File: src/rtl/seg_scan_decoder_if.sv
// Frame output bus of seg_scan_decoder: one decoded 4-digit frame under a
// valid/ready handshake.
interface seg_scan_decoder_if;
  logic        frame_valid;
  logic        frame_ready;
  logic [15:0] digits_out;
  logic [3:0]  dp_out;
  logic [3:0]  digit_err;

  modport master (
    output frame_valid,
    output digits_out,
    output dp_out,
    output digit_err,
    input  frame_ready
  );

  modport slave (
    input  frame_valid,
    input  digits_out,
    input  dp_out,
    input  digit_err,
    output frame_ready
  );
endinterface

File: src/rtl/seg_scan_decoder.sv
// Samples multiplexed 7-segment pins, captures each digit once its pattern has
// settled, decodes it to hex and emits completed 4-digit frames on a handshake.
module seg_scan_decoder #(
  parameter int STABLE_CYCLES   = 2,
  parameter bit SEL_ACTIVE_HIGH = 1'b1,
  parameter bit SEG_ACTIVE_HIGH = 1'b1
) (
  input  logic                       clk,
  input  logic                       rst_n,
  input  logic [7:0]                 seg_in,
  input  logic [3:0]                 sel_in,
  seg_scan_decoder_if.master         frame_if,
  output logic                       overrun
);

  localparam logic [3:0] STABLE_VAL = 4'(STABLE_CYCLES);

  typedef enum logic {
    SLOT_EMPTY = 1'b0,
    SLOT_FULL  = 1'b1
  } slot_state_e;

  logic [11:0] sample_q, sample_d;
  logic [11:0] prev_q, prev_d;
  logic [3:0]  stab_cnt_q, stab_cnt_d;

  logic [3:0]  mask_q, mask_d;
  logic [15:0] stage_nib_q, stage_nib_d;
  logic [3:0]  stage_dp_q, stage_dp_d;
  logic [3:0]  stage_err_q, stage_err_d;

  slot_state_e state_q, state_d;
  logic [15:0] digits_q, digits_d;
  logic [3:0]  dp_q, dp_d;
  logic [3:0]  err_q, err_d;
  logic        overrun_q, overrun_d;

  logic [3:0]  sel_norm;
  logic [7:0]  seg_norm;
  logic        sel_onehot;
  logic        same_sample;
  logic        capture;
  logic        frame_complete;
  logic [4:0]  decoded;

  function automatic logic [4:0] decode_glyph(input logic [6:0] glyph);
    logic [4:0] res;
    case (glyph)
      7'h3F:   res = 5'h00;
      7'h06:   res = 5'h01;
      7'h5B:   res = 5'h02;
      7'h4F:   res = 5'h03;
      7'h66:   res = 5'h04;
      7'h6D:   res = 5'h05;
      7'h7D:   res = 5'h06;
      7'h07:   res = 5'h07;
      7'h7F:   res = 5'h08;
      7'h6F:   res = 5'h09;
      7'h77:   res = 5'h0A;
      7'h7C:   res = 5'h0B;
      7'h39:   res = 5'h0C;
      7'h5E:   res = 5'h0D;
      7'h79:   res = 5'h0E;
      7'h71:   res = 5'h0F;
      default: res = 5'h10;
    endcase
    return res;
  endfunction

  // Comparison is done on the raw registered pins; polarity only matters once
  // the sample is interpreted.
  always_comb begin
    sample_d    = {sel_in, seg_in};
    prev_d      = sample_q;
    sel_norm    = SEL_ACTIVE_HIGH ? sample_q[11:8] : ~sample_q[11:8];
    seg_norm    = SEG_ACTIVE_HIGH ? sample_q[7:0]  : ~sample_q[7:0];
    sel_onehot  = (sel_norm != 4'd0) && ((sel_norm & (sel_norm - 4'd1)) == 4'd0);
    same_sample = (sample_q == prev_q);
    decoded     = decode_glyph(seg_norm[6:0]);

    if (!same_sample) begin
      stab_cnt_d = 4'd1;
    end else if (stab_cnt_q != 4'hF) begin
      stab_cnt_d = stab_cnt_q + 4'd1;
    end else begin
      stab_cnt_d = stab_cnt_q;
    end

    // A saturated count that already sits at the threshold must not recapture.
    capture = sel_onehot && (stab_cnt_d == STABLE_VAL) &&
              (!same_sample || (stab_cnt_q != STABLE_VAL));
  end

  always_comb begin
    frame_complete = (mask_q == 4'hF);
    mask_d         = (frame_complete ? 4'd0 : mask_q) | (capture ? sel_norm : 4'd0);
    stage_nib_d    = stage_nib_q;
    stage_dp_d     = stage_dp_q;
    stage_err_d    = stage_err_q;
    for (int i = 0; i < 4; i++) begin
      if (capture && sel_norm[i]) begin
        stage_nib_d[4*i +: 4] = decoded[3:0];
        stage_dp_d[i]         = seg_norm[7];
        stage_err_d[i]        = decoded[4];
      end
    end
  end

  // A completed frame is accepted when the slot is empty or being drained in
  // the same cycle; otherwise it is dropped and flagged.
  always_comb begin
    state_d   = state_q;
    digits_d  = digits_q;
    dp_d      = dp_q;
    err_d     = err_q;
    overrun_d = overrun_q;
    case (state_q)
      SLOT_EMPTY: begin
        if (frame_complete) begin
          digits_d = stage_nib_q;
          dp_d     = stage_dp_q;
          err_d    = stage_err_q;
          state_d  = SLOT_FULL;
        end
      end
      SLOT_FULL: begin
        if (frame_complete) begin
          if (frame_if.frame_ready) begin
            digits_d = stage_nib_q;
            dp_d     = stage_dp_q;
            err_d    = stage_err_q;
          end else begin
            overrun_d = 1'b1;
          end
        end else if (frame_if.frame_ready) begin
          state_d = SLOT_EMPTY;
        end
      end
    endcase
  end

  always_ff @(posedge clk) begin
    if (!rst_n) begin
      sample_q    <= '0;
      prev_q      <= '0;
      stab_cnt_q  <= '0;
      mask_q      <= '0;
      stage_nib_q <= '0;
      stage_dp_q  <= '0;
      stage_err_q <= '0;
      state_q     <= SLOT_EMPTY;
      digits_q    <= '0;
      dp_q        <= '0;
      err_q       <= '0;
      overrun_q   <= 1'b0;
    end else begin
      sample_q    <= sample_d;
      prev_q      <= prev_d;
      stab_cnt_q  <= stab_cnt_d;
      mask_q      <= mask_d;
      stage_nib_q <= stage_nib_d;
      stage_dp_q  <= stage_dp_d;
      stage_err_q <= stage_err_d;
      state_q     <= state_d;
      digits_q    <= digits_d;
      dp_q        <= dp_d;
      err_q       <= err_d;
      overrun_q   <= overrun_d;
    end
  end

  assign frame_if.frame_valid = (state_q == SLOT_FULL);
  assign frame_if.digits_out  = digits_q;
  assign frame_if.dp_out      = dp_q;
  assign frame_if.digit_err   = err_q;
  assign overrun              = overrun_q;

endmodule
File: src/flat_wrapper.sv
// flat-port wrapper written by rule: the top's interface ports become plain ports
module seg_scan_decoder_flat 
#(
  parameter int STABLE_CYCLES   = 2,
  parameter bit SEL_ACTIVE_HIGH = 1'b1,
  parameter bit SEG_ACTIVE_HIGH = 1'b1
)
  (clk, rst_n, seg_in, sel_in, overrun, frame_if_frame_valid, frame_if_digits_out, frame_if_dp_out, frame_if_digit_err, frame_if_frame_ready);
  seg_scan_decoder_if frame_if_i ();
  input  logic clk;
  input  logic rst_n;
  input  logic [7:0] seg_in;
  input  logic [3:0] sel_in;
  output logic overrun;
  output wire logic [$bits(frame_if_i.frame_valid)-1:0] frame_if_frame_valid;
  output wire logic [$bits(frame_if_i.digits_out)-1:0] frame_if_digits_out;
  output wire logic [$bits(frame_if_i.dp_out)-1:0] frame_if_dp_out;
  output wire logic [$bits(frame_if_i.digit_err)-1:0] frame_if_digit_err;
  input wire logic [$bits(frame_if_i.frame_ready)-1:0] frame_if_frame_ready;
  assign frame_if_frame_valid = frame_if_i.frame_valid;
  assign frame_if_digits_out = frame_if_i.digits_out;
  assign frame_if_dp_out = frame_if_i.dp_out;
  assign frame_if_digit_err = frame_if_i.digit_err;
  assign frame_if_i.frame_ready = frame_if_frame_ready;
  seg_scan_decoder #(.STABLE_CYCLES(STABLE_CYCLES), .SEL_ACTIVE_HIGH(SEL_ACTIVE_HIGH), .SEG_ACTIVE_HIGH(SEG_ACTIVE_HIGH)) u_core (.clk(clk), .rst_n(rst_n), .seg_in(seg_in), .sel_in(sel_in), .frame_if(frame_if_i), .overrun(overrun));
endmodule
File: config.mk
export PLATFORM = sky130hd
export DESIGN_NAME = seg_scan_decoder_flat
export DESIGN_NICKNAME = d
export VERILOG_FILES = /design/src/rtl/seg_scan_decoder_if.sv /design/src/rtl/seg_scan_decoder.sv /design/src/flat_wrapper.sv
export SDC_FILE = /design/constraint.sdc
export NUM_CORES = 1
export LEC_CHECK = 0
export CAP_MARGIN = 5
export CELL_PAD_IN_SITES_DETAIL_PLACEMENT = 0
export CELL_PAD_IN_SITES_GLOBAL_PLACEMENT = 1
export CORE_MARGIN = 2
export CORE_UTILIZATION = 30
export CTS_BUF_LIST = sky130_fd_sc_hd__clkbuf_8
export DETAILED_ROUTE_END_ITERATION = 10
export PLACE_DENSITY_LB_ADDON = 0.1
export SLEW_MARGIN = 30
export SYNTH_ARGS = -nofsm -noshare
export SYNTH_HDL_FRONTEND = slang
export SYNTH_SLANG_ARGS = --single-unit
File: constraint.sdc
create_clock -name clk -period 2.6 [get_ports clk]
set_clock_uncertainty 0.2 [all_clocks]
set_input_delay 0.52 -clock clk [delete_from_list [all_inputs] [get_ports clk]]
set_output_delay 0.52 -clock clk [all_outputs]
set_load 0.1 [all_outputs]
[Yosys cells after proc, flatten, opt, wreduce, memory -nomap -nowiden]
Cells that the tools add are included.
Operators by class
  $add $sub $neg: 2
  multiply operators: 0
  div/mod/pow operators: 0
  $lt $le $gt $ge: 0
  equal/unequal tests: 24
  shift-type cells: 0
  mux-type cells: 21
  bitwise operators: 4
  reductions and logical operators: 13
Operators by type and width (count)
  $eq 7x7->1 const B: 12
  $pmux 5 s16: 1
  $mux 16: 3
  $mux 4: 10
  $pmux 16 s2: 1
  $pmux 4 s2: 2
  $eq 7x3->1 const B: 2
  $eq 7x6->1 const B: 2
  $eq 12x12->1: 1
  $logic_and 1x1->1: 7
  $reduce_and 3->1: 2
  $add 4x1->4 const B: 1
  $and 4x4->4: 1
  $eq 4x2->1 const B: 1
  $eq 4x4->1 const B: 1
  $logic_not 4->1: 1
  $ne 2x2->1 const B: 2
  $ne 4x2->1 const B: 1
  $ne 4x4->1 const B: 1
  $or 4x4->4: 1
  $reduce_bool 4->1: 1
  $sub 4x1->4 const B: 1
  $mux 1: 3
  $ne 2x1->1 const B: 1
  4 further kinds: 5
Storage, ports and cells
  bits in registers: 82
  bits in latches: 0
  bits in writable memories: 0
  bits in read-only memories: 0
  output and inout bits: 26
  word-level logic and storage cells: 85
  memories kept: 0

[Longest topological paths before layout]
  word-level depth: 8
  gate-level depth with buffers: 7

[Worst setup path before layout]
Ideal clock, no wire load.
  path type: reg-to-reg
  start point: reg u_core.stab_cnt_q[1]
  end point: reg u_core.stage_nib_q[14]
  library setup time: 0.134 ns
  data arrival time: 2.046 ns
  data required time: 2.266 ns
  setup slack: 0.220 ns
  cell stages (with the launch flop): 8
  clock period less this slack: 2.380 ns
  cell sequence: dfxtp_1 > ha_1 > nand3_2 > xnor2_1 > or4_4 > or3_1 > buf_6 > mux2i_1
Between the ends
  word-level cells in the longest chain between the ends: 7
  elaborated cells between the ends (all ways): 10
  classes of those cells: 1 x add/sub; 3 x eq/ne; 2 x mux; 4 x reduce/logical
Ends and longest elaborated chain
  start: declaration: line seg_scan_decoder.sv:25  | logic [3:0] stab_cnt_q, stab_cnt_d;
  start signal: assignment: line seg_scan_decoder.sv:159  | stab_cnt_q <= stab_cnt_d;
  $add 4x1->4 / $ne 4x4->1 (equally long branches): line seg_scan_decoder.sv:84, seg_scan_decoder.sv:83
  $mux 4: line seg_scan_decoder.sv:83  | end else if (stab_cnt_q != 4'hF) begin
  $mux 4: line seg_scan_decoder.sv:81  | if (!same_sample) begin
  $eq 4x2->1: line seg_scan_decoder.sv:90  | capture = sel_onehot && (stab_cnt_d == STABLE_VAL) &&
  $logic_and 1x1->1: line seg_scan_decoder.sv:90
  $logic_and 1x1->1 (*): line seg_scan_decoder.sv:90
  $logic_and 1x1->1 (*): line seg_scan_decoder.sv:101  | if (capture && sel_norm[i]) begin
  end signal: assignment: line seg_scan_decoder.sv:161  | stage_nib_q <= stage_nib_d;
  end: declaration: line seg_scan_decoder.sv:28  | logic [15:0] stage_nib_q, stage_nib_d;
Mark *: on every way between the ends. The rest lies on a longest branch, timed or not.
A chain may end at the register's enable or synchronous reset.

[Final worst setup path]
Ends and elaborated chain as after synthesis.

==> impl_metrics.py <==
metrics = {
    "pwr": {
        "powerDensity_nw_per_um2": 580.3,
        "peakVddDrop_mv": 0.1973,
        "p_leak_uw": 0.001628,
        "total_power_uw": 2357,
    },
    "die": {
        "coreArea_um2": 10790,
        "num_io_pins": 41,
        "rows": 38,
        "chipWidth_um": 109.0,
        "initial_core_util": 0.3063,
        "dieArea_um2": 11870,
        "dieHeight_um": 109.0,
    },
    "yosys": {
        "synth-seq-cells": 82,
        "yosysTopAreaCell": "dfxtp_1",
        "netlist_instances": 374,
        "yosysWarnings": 0,
        "syn_area_um2": 3306,
        "postSynthAreaPerCell_um2": 8.839,
        "synth_nets": 391,
        "yosysSeqAreaShare": 0.4966,
        "ys_types": 39,
        "synth_top_area_frac": 0.4966,
        "synthTopCellsByArea": "dfxtp_1 (50%), nand2_1 (10%), mux2i_1 (6.4%)",
    },
    "detailed_routing": {
        "drt.antenna.violating_nets": 0,
        "vias": 2615,
        "dr.first_iter.drc_count": 124,
        "wl_um": 7302,
        "drc_errors": 0,
        "via_per_inst": 4.620,
        "drt-pass1-iter-count": 5,
        "wire_per_inst_um": 12.90,
    },
    "finish": {
        "final_area_um2": 4063,
        "nets": 438,
        "antennaDiodeCount": 0,
        "drive_gt1_frac": 0.1549,
        "syn_to_final_growth_pct": 22.90,
    },
    "timing": {
        "max_clock_freq_mhz": 400.7,
        "setup_ws_ns": 0.1045,
        "maxSlewViolCount": 0,
        "hold_viol_final": 0,
        "rsz0062_at_grt": "no",
        "fin_crit_sh": 0.9598,
        "setup_viol": 0,
        "setup-tns-final_ns": 0,
        "relSlewSlack": 0.5713,
        "worst_slew_pin_slew_ns": 0.6364,
        "period_minus_slack_ns": 2.496,
    },
    "critical_path": {
        "crit_fanout": 7,
        "cp-end-kind": "flip-flop",
        "worstPathArrival_ns": 2.51,
        "worstPathRequired_ns": 2.61,
        "path_class": "flip-flop to flip-flop",
        "r2r_start": "u_core.stab_cnt_q[1]",
        "critical_path.startpoint": "u_core.stab_cnt_q[1]",
        "cp-start-kind": "flip-flop",
    },
    "clock_network": {
        "cts_setup_buffers": 0,
        "cts_tree": "built",
        "insertion_delay_ns": 0.36,
        "root_buffer": "clkbuf_8",
        "clk_pin_slew_ns": 0.10,
        "hold_buffers": 0,
        "clk_path_buf_depth": 2,
        "cts.repair.resized": 0,
        "cts_buffers": 9,
        "clock-sinks": 82,
        "htreeDepth": 3,
    },
    "global_route": {
        "first_global_vias": 2406,
        "grt_pass1_wl_um": 12020,
        "grt.overflow.total": 0,
        "grt_start_max_net_pins": 33,
        "antenna_found_initial": 0,
        "track_usage": 0.1305,
    },
    "placement": {
        "dp_slack_ns": 0.1130,
        "port_buffers": 40,
        "dpl_cell_area_um2": 3869,
        "gp_congestion": 0.7989,
        "hpwl_um": 5168,
    },
    "hold_path": {
        "worst_hold_path_type": "flip-flop to flip-flop",
        "hp-start": "u_core.stage_nib_q[10]",
    },
    "job": {
        "cap_violations": 0,
    },
    "outcome": {
        "status": "finished clean",
    },
}
[synth_stat cells, drive strengths merged]
cell     number
dfxtp        82
and3          1
nor4          3
o21ai         3
o211ai        3
a22oi         2
xnor2        14
nor2         13
xor2          1
nand3         5
mux2i        21
nand2b        2
o41ai         2
a2bb2oi       1
nor4bb        2
and2         25
nor2b         6
or3           2
inv           4
or4           2
o2111ai       3
a21oi        33
ha            2
nor3b         4
and3b         4
nand4        10
buf           1
a31oi         2
nor3          5
clkbuf       23
nand2        88
nor4b         2
a211oi        1
nand4b        2
[layer usage]
| metal | global-route usage | wire [um] | vias up |
|---|---|---|---|
| li1 | - | - | 1355 |
| met1 | 0.1798 | 3810 | 1211 |
| met2 | 0.1921 | 3145 | 36 |
| met3 | 0.02869 | 206 | 13 |
| met4 | 0.06319 | 139 | 0 |
| met5 | 0 | 0 | - |
[layout make-up]
class,count,area (um2)
clock buffer,9,123.9
clock inverter,7,70.07
fill,1123,6730
inverter,4,15.01
multi-input combinational,264,1551
sequential,82,1642
tap,140,175.2
timing repair buffer,60,485.5
[sequential cells by signal (all words and copies together), names as in the netlist]
name and cells:
u_core.frame_if.digit_err 4, u_core.frame_if.digits_out 16, u_core.frame_if.dp_out 4, u_core.frame_if.frame_valid 1, u_core.mask_q 4, u_core.overrun 1
u_core.prev_d 12, u_core.prev_q 12, u_core.stab_cnt_q 4, u_core.stage_dp_q 4, u_core.stage_err_q 4, u_core.stage_nib_q 16
[critical path, cell delays in order (launching register included)]
cell and delay (ns):
dfxtp_1 0.40, ha_1 0.21, nand3_2 0.11, xnor2_1 0.18, or4_4 0.56, or3_1 0.52, mux2i_1 0.17
[per-stage QoR]
step                hold slack, ns  utilization  std cells
global placement            0.2390       0.3585        550
global route                0.2728       0.3764        566
detailed placement          0.2479       0.3585        550
floorplan                   0.2227            -        374
finish                      0.2444       0.3764        566
CTS                         0.2537       0.3764        566
[cell families after synthesis]
logic type	after synthesis	synth area share
AO/OA/AOI/OAI	50	0.08781
flip-flops	82	0.4966
multiplexers	21	0.06359
AND/OR/NAND/NOR	176	0.2706
XOR/XNOR	15	0.03974
adder cells (fa/ha/maj)	2	0.007569
buffers and inverters	28	0.03406
[final timing paths]
| path | cells past startpoint | end | slack [ns] |
|---|---|---|---|
| worst max-delay path | 6 | u_core.stage_nib_q[14] | 0.10 |
| worst min-delay path | 2 | u_core.frame_if.digits_out[10] | 0.24 |
| worst max register to register | 6 | u_core.stage_nib_q[14] | 0.10 |
| worst min register to register | 2 | u_core.frame_if.digits_out[10] | 0.24 |
[power by group]
part	switching [uW]	leakage [uW]	internal (uW)	total [uW]
logic	73.3	0.000863	69.7	143
clock network	482	0.0000989	444	926
registers	14.7	0.000666	1270	1290
total	570	0.00163	1790	2360
[cell usage in the layout, fill, tap and decap left out, types with 4 or more instances in the layout]
| master | instances |
|---|---|
| nand2_1 | 88 |
| dfxtp_1 | 82 |
| buf_4 | 46 |
| a21oi_1 | 33 |
| and2_1 | 24 |
| mux2i_1 | 21 |
| xnor2_1 | 14 |
| clkdlybuf4s50_1 | 14 |
| nor2_1 | 13 |
| nand4_1 | 9 |
| clkbuf_8 | 9 |
| inv_1 | 6 |
| nor2b_1 | 6 |
| nor3_1 | 5 |
| nor3b_1 | 4 |
| and3b_1 | 4 |
| nand3_1 | 4 |
No activity file was read; power rests on OpenSTA's default activity.
